==> config.mk <==
export PLATFORM = sky130hd
export DESIGN_NAME = midi_cc_rx
export DESIGN_NICKNAME = d
export VERILOG_FILES = /design/src/rtl/midi_cc_rx.sv
export SDC_FILE = /design/constraint.sdc
export NUM_CORES = 1
export LEC_CHECK = 0
export CORE_MARGIN = 3
export CORE_UTILIZATION = 45
export DETAILED_ROUTE_END_ITERATION = 10
export SYNTH_ARGS = -nofsm -noshare
export SYNTH_HDL_FRONTEND = slang
export SYNTH_SLANG_ARGS = --single-unit
==> constraint.sdc <==
create_clock -name clk75MHz -period 2.3 [get_ports clk75MHz]
set_clock_uncertainty 0.1 [all_clocks]
set_input_delay 0.46 -clock clk75MHz [delete_from_list [all_inputs] [get_ports clk75MHz]]
set_output_delay 0.46 -clock clk75MHz [all_outputs]
set_load 0.03 [all_outputs]
==> src/rtl/midi_cc_rx.sv <==
// MIDI Control Change receiver: UART deserialiser plus CC parser, 75 MHz domain.
// Define MIDI_CHANNEL_FILTER_EN to accept Control Change only on channel CHANNEL.
module midi_cc_rx #(
    parameter int CLKS_PER_BIT = 2400,
    parameter int CHANNEL      = 0
) (
    input  logic       clk75MHz,
    input  logic       rst,
    input  logic       MIDI_RX,
    output logic [7:0] CTRLNUM,
    output logic [6:0] VALUE,
    output logic       CC_VALID,
    output logic       FRAME_ERR
);

    localparam int TW = (CLKS_PER_BIT > 1) ? $clog2(CLKS_PER_BIT) : 1;
    localparam logic [TW-1:0] FULL_RELOAD = TW'(CLKS_PER_BIT - 1);
    localparam logic [TW-1:0] HALF_RELOAD = TW'(CLKS_PER_BIT / 2 - 1);
    localparam logic [3:0]    CH          = CHANNEL[3:0];

    typedef enum logic [1:0] {IDLE, START, DATA, STOP} state_t;

    // Synchroniser and edge history are left unreset so that a line held low
    // across reset release never looks like a fresh start edge.
    logic sync1_q, rx_s_q, rx_prev_q;
    always_ff @(posedge clk75MHz) begin
        sync1_q   <= MIDI_RX;
        rx_s_q    <= sync1_q;
        rx_prev_q <= rx_s_q;
    end

    logic rx_fall;
    assign rx_fall = rx_prev_q & ~rx_s_q;

    state_t          state_q, state_d;
    logic [TW-1:0]   timer_q, timer_d;
    logic [2:0]      bit_idx_q, bit_idx_d;
    logic [7:0]      shift_q, shift_d;
    logic            err_wait_q, err_wait_d;
    logic            smp_done_q, smp_done_d;
    logic            smp_bit_q, smp_bit_d;
    logic            byte_stb_q, byte_stb_d;
    logic            frame_err_q, frame_err_d;

    always_comb begin
        state_d    = state_q;
        timer_d    = timer_q;
        bit_idx_d  = bit_idx_q;
        shift_d    = shift_q;
        err_wait_d = err_wait_q;
        smp_done_d = 1'b0;
        smp_bit_d  = smp_bit_q;
        case (state_q)
            IDLE: begin
                if (rx_fall) begin
                    state_d = START;
                    timer_d = HALF_RELOAD;
                end
            end
            START: begin
                if (timer_q == '0) begin
                    if (!rx_s_q) begin
                        state_d   = DATA;
                        timer_d   = FULL_RELOAD;
                        bit_idx_d = 3'd0;
                    end else begin
                        state_d = IDLE;
                    end
                end else begin
                    timer_d = timer_q - 1'b1;
                end
            end
            DATA: begin
                if (timer_q == '0) begin
                    shift_d = {rx_s_q, shift_q[7:1]};
                    timer_d = FULL_RELOAD;
                    if (bit_idx_q == 3'd7) begin
                        state_d = STOP;
                    end else begin
                        bit_idx_d = bit_idx_q + 3'd1;
                    end
                end else begin
                    timer_d = timer_q - 1'b1;
                end
            end
            STOP: begin
                if (err_wait_q) begin
                    if (rx_s_q) begin
                        state_d    = IDLE;
                        err_wait_d = 1'b0;
                    end
                end else if (timer_q == '0) begin
                    smp_done_d = 1'b1;
                    smp_bit_d  = rx_s_q;
                    if (rx_s_q) begin
                        state_d = IDLE;
                    end else begin
                        err_wait_d = 1'b1;
                    end
                end else begin
                    timer_d = timer_q - 1'b1;
                end
            end
            default: state_d = IDLE;
        endcase
        // The stop sample is registered first, so strobes land one cycle after it.
        byte_stb_d  = smp_done_q & smp_bit_q;
        frame_err_d = smp_done_q & ~smp_bit_q;
    end

    logic is_cc_status;
`ifdef MIDI_CHANNEL_FILTER_EN
    assign is_cc_status = (shift_q == {4'hB, CH});
`else
    logic unused_channel;
    assign unused_channel = ^CH;
    assign is_cc_status   = (shift_q[7:4] == 4'hB);
`endif

    logic       cc_active_q, cc_active_d;
    logic       need_d2_q, need_d2_d;
    logic [6:0] ctrl_tmp_q, ctrl_tmp_d;
    logic [7:0] ctrlnum_q, ctrlnum_d;
    logic [6:0] value_q, value_d;
    logic       cc_valid_q, cc_valid_d;

    always_comb begin
        cc_active_d = cc_active_q;
        need_d2_d   = need_d2_q;
        ctrl_tmp_d  = ctrl_tmp_q;
        ctrlnum_d   = ctrlnum_q;
        value_d     = value_q;
        cc_valid_d  = 1'b0;
        if (byte_stb_q) begin
            if (shift_q >= 8'hF8) begin
                cc_active_d = cc_active_q;
            end else if (shift_q[7:4] == 4'hF) begin
                cc_active_d = 1'b0;
                need_d2_d   = 1'b0;
            end else if (shift_q[7]) begin
                cc_active_d = is_cc_status;
                need_d2_d   = 1'b0;
            end else if (cc_active_q) begin
                if (!need_d2_q) begin
                    ctrl_tmp_d = shift_q[6:0];
                    need_d2_d  = 1'b1;
                end else begin
                    ctrlnum_d  = {1'b0, ctrl_tmp_q};
                    value_d    = shift_q[6:0];
                    cc_valid_d = 1'b1;
                    need_d2_d  = 1'b0;
                end
            end
        end
    end

    always_ff @(posedge clk75MHz) begin
        if (rst) begin
            state_q     <= IDLE;
            timer_q     <= '0;
            bit_idx_q   <= 3'd0;
            shift_q     <= 8'h00;
            err_wait_q  <= 1'b0;
            smp_done_q  <= 1'b0;
            smp_bit_q   <= 1'b0;
            byte_stb_q  <= 1'b0;
            frame_err_q <= 1'b0;
            cc_active_q <= 1'b0;
            need_d2_q   <= 1'b0;
            ctrl_tmp_q  <= 7'h00;
            ctrlnum_q   <= 8'h00;
            value_q     <= 7'h00;
            cc_valid_q  <= 1'b0;
        end else begin
            state_q     <= state_d;
            timer_q     <= timer_d;
            bit_idx_q   <= bit_idx_d;
            shift_q     <= shift_d;
            err_wait_q  <= err_wait_d;
            smp_done_q  <= smp_done_d;
            smp_bit_q   <= smp_bit_d;
            byte_stb_q  <= byte_stb_d;
            frame_err_q <= frame_err_d;
            cc_active_q <= cc_active_d;
            need_d2_q   <= need_d2_d;
            ctrl_tmp_q  <= ctrl_tmp_d;
            ctrlnum_q   <= ctrlnum_d;
            value_q     <= value_d;
            cc_valid_q  <= cc_valid_d;
        end
    end

    assign CTRLNUM   = ctrlnum_q;
    assign VALUE     = value_q;
    assign CC_VALID  = cc_valid_q;
    assign FRAME_ERR = frame_err_q;

endmodule

==> results of run 1 <==
## metal layers
| layer | GRT usage, % | vias up |
|---|---|---|
| met2 | 28.7 | 38 |
| met1 | 26.0 | 1033 |
| met5 | 0 | - |
| met4 | 9.12 | 0 |
| li1 | - | 1097 |
| met3 | 3.33 | 12 |
## power by group
part	total (uW)	switching, uW	internal, uW
Combinational	721	426	295
Sequential	1130	79.2	1050
Clock	1120	396	721
Total	2960	901	2060
## cell type report
| cell class | count | area (um^2) | share of cell area [%] |
|---|---|---|---|
| Multi-Input combinational cell | 217 | 1280 | 42.1 |
| Tap cell | 70 | 87.6 | 2.87 |
| Inverter | 11 | 41.3 | 1.35 |
| Sequential cell | 57 | 1140 | 37.4 |
| Clock inverter | 5 | 104 | 3.40 |
| Timing Repair Buffer | 27 | 260 | 8.53 |
| Clock buffer | 11 | 131 | 4.31 |
## critical path, stage by stage (launching register included)
cell,delay [ps]
dfxtp_1,340
inv_1,90
ha_1,160
nor3b_2,300
and4_1,380
o211ai_1,150
nor4b_1,290
a31o_2,150
## cell families (layout without fill, tap and decap cells)
family | Yosys count | in the layout
buffers and inverters | 28 | 54
other | 1 | 1
AND/OR/NAND/NOR | 114 | 114
adder cells (fa/ha/maj) | 9 | 9
XOR/XNOR | 1 | 1
flip-flops | 57 | 57
AO/OA/AOI/OAI | 81 | 81
multiplexers | 11 | 11
## final timing paths
check | to | slack, ps
worst max-delay path | register | 290
worst min-delay path | rx_s_q$_DFF_P_ | 230
worst max register to register | register | 290
worst min register to register | rx_s_q$_DFF_P_ | 230
## Yosys cell counts (3+ instances only)
cell	instances	area share [%]
nand4_1	3	0.74
ha_1	9	4.4
nand2_1	49	7.2
nand2b_1	4	0.98
buf_4	3	0.88
dfxtp_1	57	45
buf_1	3	0.44
o21ai_0	11	2.2
a211oi_1	4	1.2
o21a_1	3	0.88
nor3_1	5	0.98
nand3_1	13	2.6
inv_1	11	1.6
nor3b_1	3	0.88
a21oi_1	44	8.6
nor2_1	23	3.4
mux2i_1	9	3.5
clkbuf_1	9	1.3
## registers in the layout, summed over array words and instances (netlist names), 3 cells and up, named ones only
signal      cells
bit_idx_q       3
CTRLNUM         7
ctrl_tmp_q      7
timer_q        12
shift_q         8
VALUE           7
## stage by stage
step | instance area (um^2) | instances | total power, uW | hold slack (ps)
2_1_floorplan | 2550 | 302 | 1680 | 210
3_3_place_gp | 2810 | 382 | 1850 | 212
3_5_place_dp | 2810 | 382 | 1850 | 216
4_1_cts | 3050 | 398 | 2970 | 231
5_1_grt | 3050 | 398 | 3150 | 244
6_report | 3050 | 398 | 2960 | 229
## repair_timing
item,CTS,global route
hold endpoints to repair,0,0
endpoints found under the setup margin,0,15
gates resized for setup,0,1
==> flow_summary.json, run 1 <==
{
  "postCtsSetupBuffers": 0,
  "synth-compound-area-share_pct": 19.1,
  "placeableCoreArea_um2": 5300,
  "ys_seq_area_share_pct": 44.8,
  "min-delay-start": "sync1_q$_DFF_P_",
  "synth.ff_latch_count": 57,
  "htreeDepth": 3,
  "drive_gt1_share_pct": 11.0,
  "synth_fa_ha_area_share_pct": 4.42,
  "powerDensity_nw_per_um2": 972,
  "period_minus_slack_ps": 2010,
  "tightest_slew_ps": 536,
  "finish.utilization_pct": 57.5,
  "critPathLaunch": "timer_q[0]$_SDFFE_PP0P_",
  "max_slew_margin_pct": 64.2,
  "reg2reg_from": "timer_q[0]$_SDFFE_PP0P_",
  "critPathKind": "reg2reg",
  "wl_met2_um": 2370,
  "status": "complete, no violations",
  "grt.overflow.total": 0,
  "drtIter0Drc": 127,
  "critPathMaxFanout": 6,
  "cts_tree": "done",
  "yosys.area_share.simple_pct": 21.8,
  "fmax_mhz": 497,
  "synthToLayoutAreaGrowth_pct": 19.8,
  "arrival_ps": 2180,
  "fin_crit_sh_pct": 87.4,
  "hp-class": "reg2reg",
  "synth_top_family_by_area": "simple AND/OR/NAND/NOR gates",
  "async_reset_ff_share_pct": 0,
  "holdBufCountCts": 0,
  "fp.dieW_um": 81.2,
  "antenna_left": 0,
  "preCtsSetupSlack_ps": 227,
  "setup_tns_ps": 0,
  "die_h_um": 81.2,
  "drc": 0,
  "diodes": 0,
  "groute.usage.overall_pct": 18.9,
  "dpl.hpwl_um": 3670,
  "via_per_inst": 5.48,
  "setup_violations": 0,
  "whs_path_depth": 0,
  "p_leak_uw": 0.00110,
  "clock_sinks": 57,
  "vias": 2180,
  "reg2regPathDepth": 7,
  "synthXorXnorAreaFrac_pct": 0.344,
  "die_area_um2": 6600,
  "cts.path.max_buffers": 2,
  "fin_ws_ps": 290,
  "cts-root-buf": "clkbuf_8",
  "layout_common_cells": "dfxtp_1, nand2_1, a21oi_1",
  "cp-start-kind": "register",
  "first_pass_iters": 4,
  "synthMuxAreaShare_pct": 4.42,
  "numPortBuffers": 18,
  "wl_um": 5440,
  "yosys.cell_types.count": 52,
  "wl_met3_um": 191,
  "nets": 335,
  "max-vdd-ir-drop_mv": 0.621,
  "grt_pass1_vias": 2052,
  "io_pins": 20,
  "syn-num-nets": 314,
  "drv_cap": 0,
  "final_common_cell": "dfxtp_1",
  "critPathRequiredTime_ps": 2470,
  "grt_max_degree": 49,
  "start_util_pct": 48.0,
  "ys_warn_count": 0,
  "rows": 26,
  "grt_pass1_wl_um": 9600,
  "crit_path_end_kind": "register",
  "rsz0062_at_grt": "false",
  "routedWlPerCell_um": 13.7,
  "clk_latency_ps": 330,
  "hold_viol_final": 0,
  "gp_congestion": 0.803,
  "highest_layer": "met4",
  "synth_area_um2": 2550,
  "wl_met1_um": 2760,
  "synth_cells": 302,
  "antenna_found_initial": 0,
  "synth_edf_count": 0,
  "nFillCells": 491,
  "slew_viol_final": 0,
  "clkTransAtPathRegs_ps": 70,
  "synth_ff_type": "dfxtp_1",
  "syn_area_per_cell_um2": 8.43,
  "cts_buffers": 9
}
No activity file was read; power rests on OpenSTA's default activity.
==> inputs of run 2 (changes only) <==
--- a/config.mk
+++ b/config.mk
@@ -8,6 +8,8 @@
 export CORE_MARGIN = 3
 export CORE_UTILIZATION = 45
 export DETAILED_ROUTE_END_ITERATION = 10
+export MAX_ROUTING_LAYER = met4
+export PLACE_DENSITY = 0.63
 export SYNTH_ARGS = -nofsm -noshare
 export SYNTH_HDL_FRONTEND = slang
 export SYNTH_SLANG_ARGS = --single-unit
==> flow_summary.json, run 2 (synthesis gave the netlist of run 1 again) <==
{
  "antenna_left": 0,
  "regMostFlops": "timer_q",
  "dpl.hpwl_um": 3720,
  "p_sw_uw": 890,
  "fmax_mhz": 507,
  "clk_latency_ps": 330,
  "drive_gt1_share_pct": 11.0,
  "tightest_slew_ps": 690,
  "critPathMaxFanout": 7,
  "critPathKind": "reg2reg",
  "io_pins": 20,
  "nets": 335,
  "p_int_uw": 2000,
  "critPathRequiredTime_ps": 2480,
  "diodes": 0,
  "clock_sinks": 57,
  "preCtsSetupSlack_ps": 203,
  "grt_pass1_vias": 2032,
  "cts.path.max_buffers": 2,
  "vias": 2154,
  "combPwrFrac_pct": 24.9,
  "fin_crit_sh_pct": 85.8,
  "multi_input_area_um2": 1280,
  "die_h_um": 81.2,
  "setup_tns_ps": 0,
  "p_sw_share_pct": 30.8,
  "pwr-share-seq_pct": 39.0,
  "seq_area_um2": 1140,
  "groute.usage.overall_pct": 19.4,
  "placeableCoreArea_um2": 5300,
  "largest_reg_flops": 12,
  "setup_violations": 0,
  "max_slew_margin_pct": 53.7,
  "rows": 26,
  "cts_tree": "done",
  "drv_cap": 0,
  "grt_pass1_wl_um": 9520,
  "cp-start-kind": "register",
  "grt_max_degree": 27,
  "clkPwrFrac_pct": 36.1,
  "period_minus_slack_ps": 1970,
  "rsz0062_at_grt": "false",
  "cts-root-buf": "clkbuf_8",
  "powerDensity_nw_per_um2": 956,
  "max-vdd-ir-drop_mv": 0.560,
  "layout_common_cells": "dfxtp_1, nand2_1, a21oi_1",
  "slew_viol_final": 0,
  "arrival_ps": 2150,
  "routedWlPerCell_um": 13.7,
  "die_area_um2": 6600,
  "wl_um": 5420,
  "hold_viol_final": 0,
  "crit_path_end_kind": "register",
  "status": "complete, no violations",
  "drc": 0,
  "start_util_pct": 48.0,
  "first_pass_iters": 4,
  "p_leak_uw": 0.00109,
  "gp_congestion": 0.833,
  "final_common_cell": "dfxtp_1",
  "clkTransAtPathRegs_ps": 60,
  "htreeDepth": 3,
  "synthToLayoutAreaGrowth_pct": 18.6,
  "numPortBuffers": 18,
  "via_per_inst": 5.44,
  "postCtsSetupBuffers": 0,
  "cts_buffers": 9,
  "fin_ws_ps": 327,
  "hp-class": "reg2reg",
  "nFillCells": 490,
  "antenna_found_initial": 0,
  "grt.overflow.total": 0,
  "fp.dieW_um": 81.2,
  "drtIter0Drc": 173,
  "biggestRegsByFlops": "timer_q: 12 flops, shift_q: 8 flops"
}
run 2: cell types whose count changed in the layout (fill, tap and decap cells not counted):
| cell | before | now |
|---|---|---|
| buf_4 | 8 | 9 |
| clkbuf_8 | 9 | 11 |
| bufinv_16 | 3 | 2 |
| buf_12 | 1 | 0 |
| clkbuf_1 | 2 | 0 |
| clkinv_4 | 1 | 0 |
run 2: path summary, 6_finish.rpt:
| kind | start | end | slack (ps) | depth (start not counted) |
|---|---|---|---|---|
| max | timer_q[0]$_SDFFE_PP0P_ | register | 330 | 7 |
| min | sync1_q$_DFF_P_ | rx_s_q$_DFF_P_ | 240 | 0 |
| max reg2reg | timer_q[0]$_SDFFE_PP0P_ | register | 330 | 7 |
| min reg2reg | sync1_q$_DFF_P_ | rx_s_q$_DFF_P_ | 240 | 0 |
run 2: timing repair:
| action | CTS | global route |
|---|---|---|
| setup endpoints to repair | 0 | 2 |
| gates resized for setup | 0 | 1 |
| hold buffers | 0 | 0 |
run 2: per-layer routing:
layer  part of all wire (%)  global-route usage (%)
met3                    4.5                    5.65
met5                      0                       -
met1                     50                    25.5
met2                     45                    27.8
met4                   0.76                    8.28
run 2: critical path: stages, from the launching register on:
cell and delay (ps):
dfxtp_1 340, inv_1 90, ha_1 150, nor3b_2 290, and4_1 390, o211ai_1 150, nor4b_1 260, a31o_2 140
run 2: cell type report:
class	count	area share [%]
clock buffer	11	5.01
multi-input combinational	217	42.6
sequential	57	37.8
tap	70	2.90
clock inverter	3	2.15
inverter	11	1.37
timing repair buffer	27	8.21
run 2: stage by stage:
step,power [uW],utilization [%],hold WS [ps],cells,area [um^2]
6_report,2890,56.9,236,396,3020
5_1_grt,3060,56.9,254,396,3020
4_1_cts,2900,56.8,235,396,3010
3_5_place_dp,1850,52.8,216,382,2800
3_3_place_gp,1850,52.8,219,382,2800
2_1_floorplan,1680,-,210,302,2550
run 2: power groups by stage:
stage               clock network (uW)  logic, uW  registers, uW
floorplan                            0        550           1130
global placement                     0        705           1150
detailed placement                   0        706           1140
CTS                               1070        711           1120
global route                      1120        802           1140
finish                            1040        720           1130
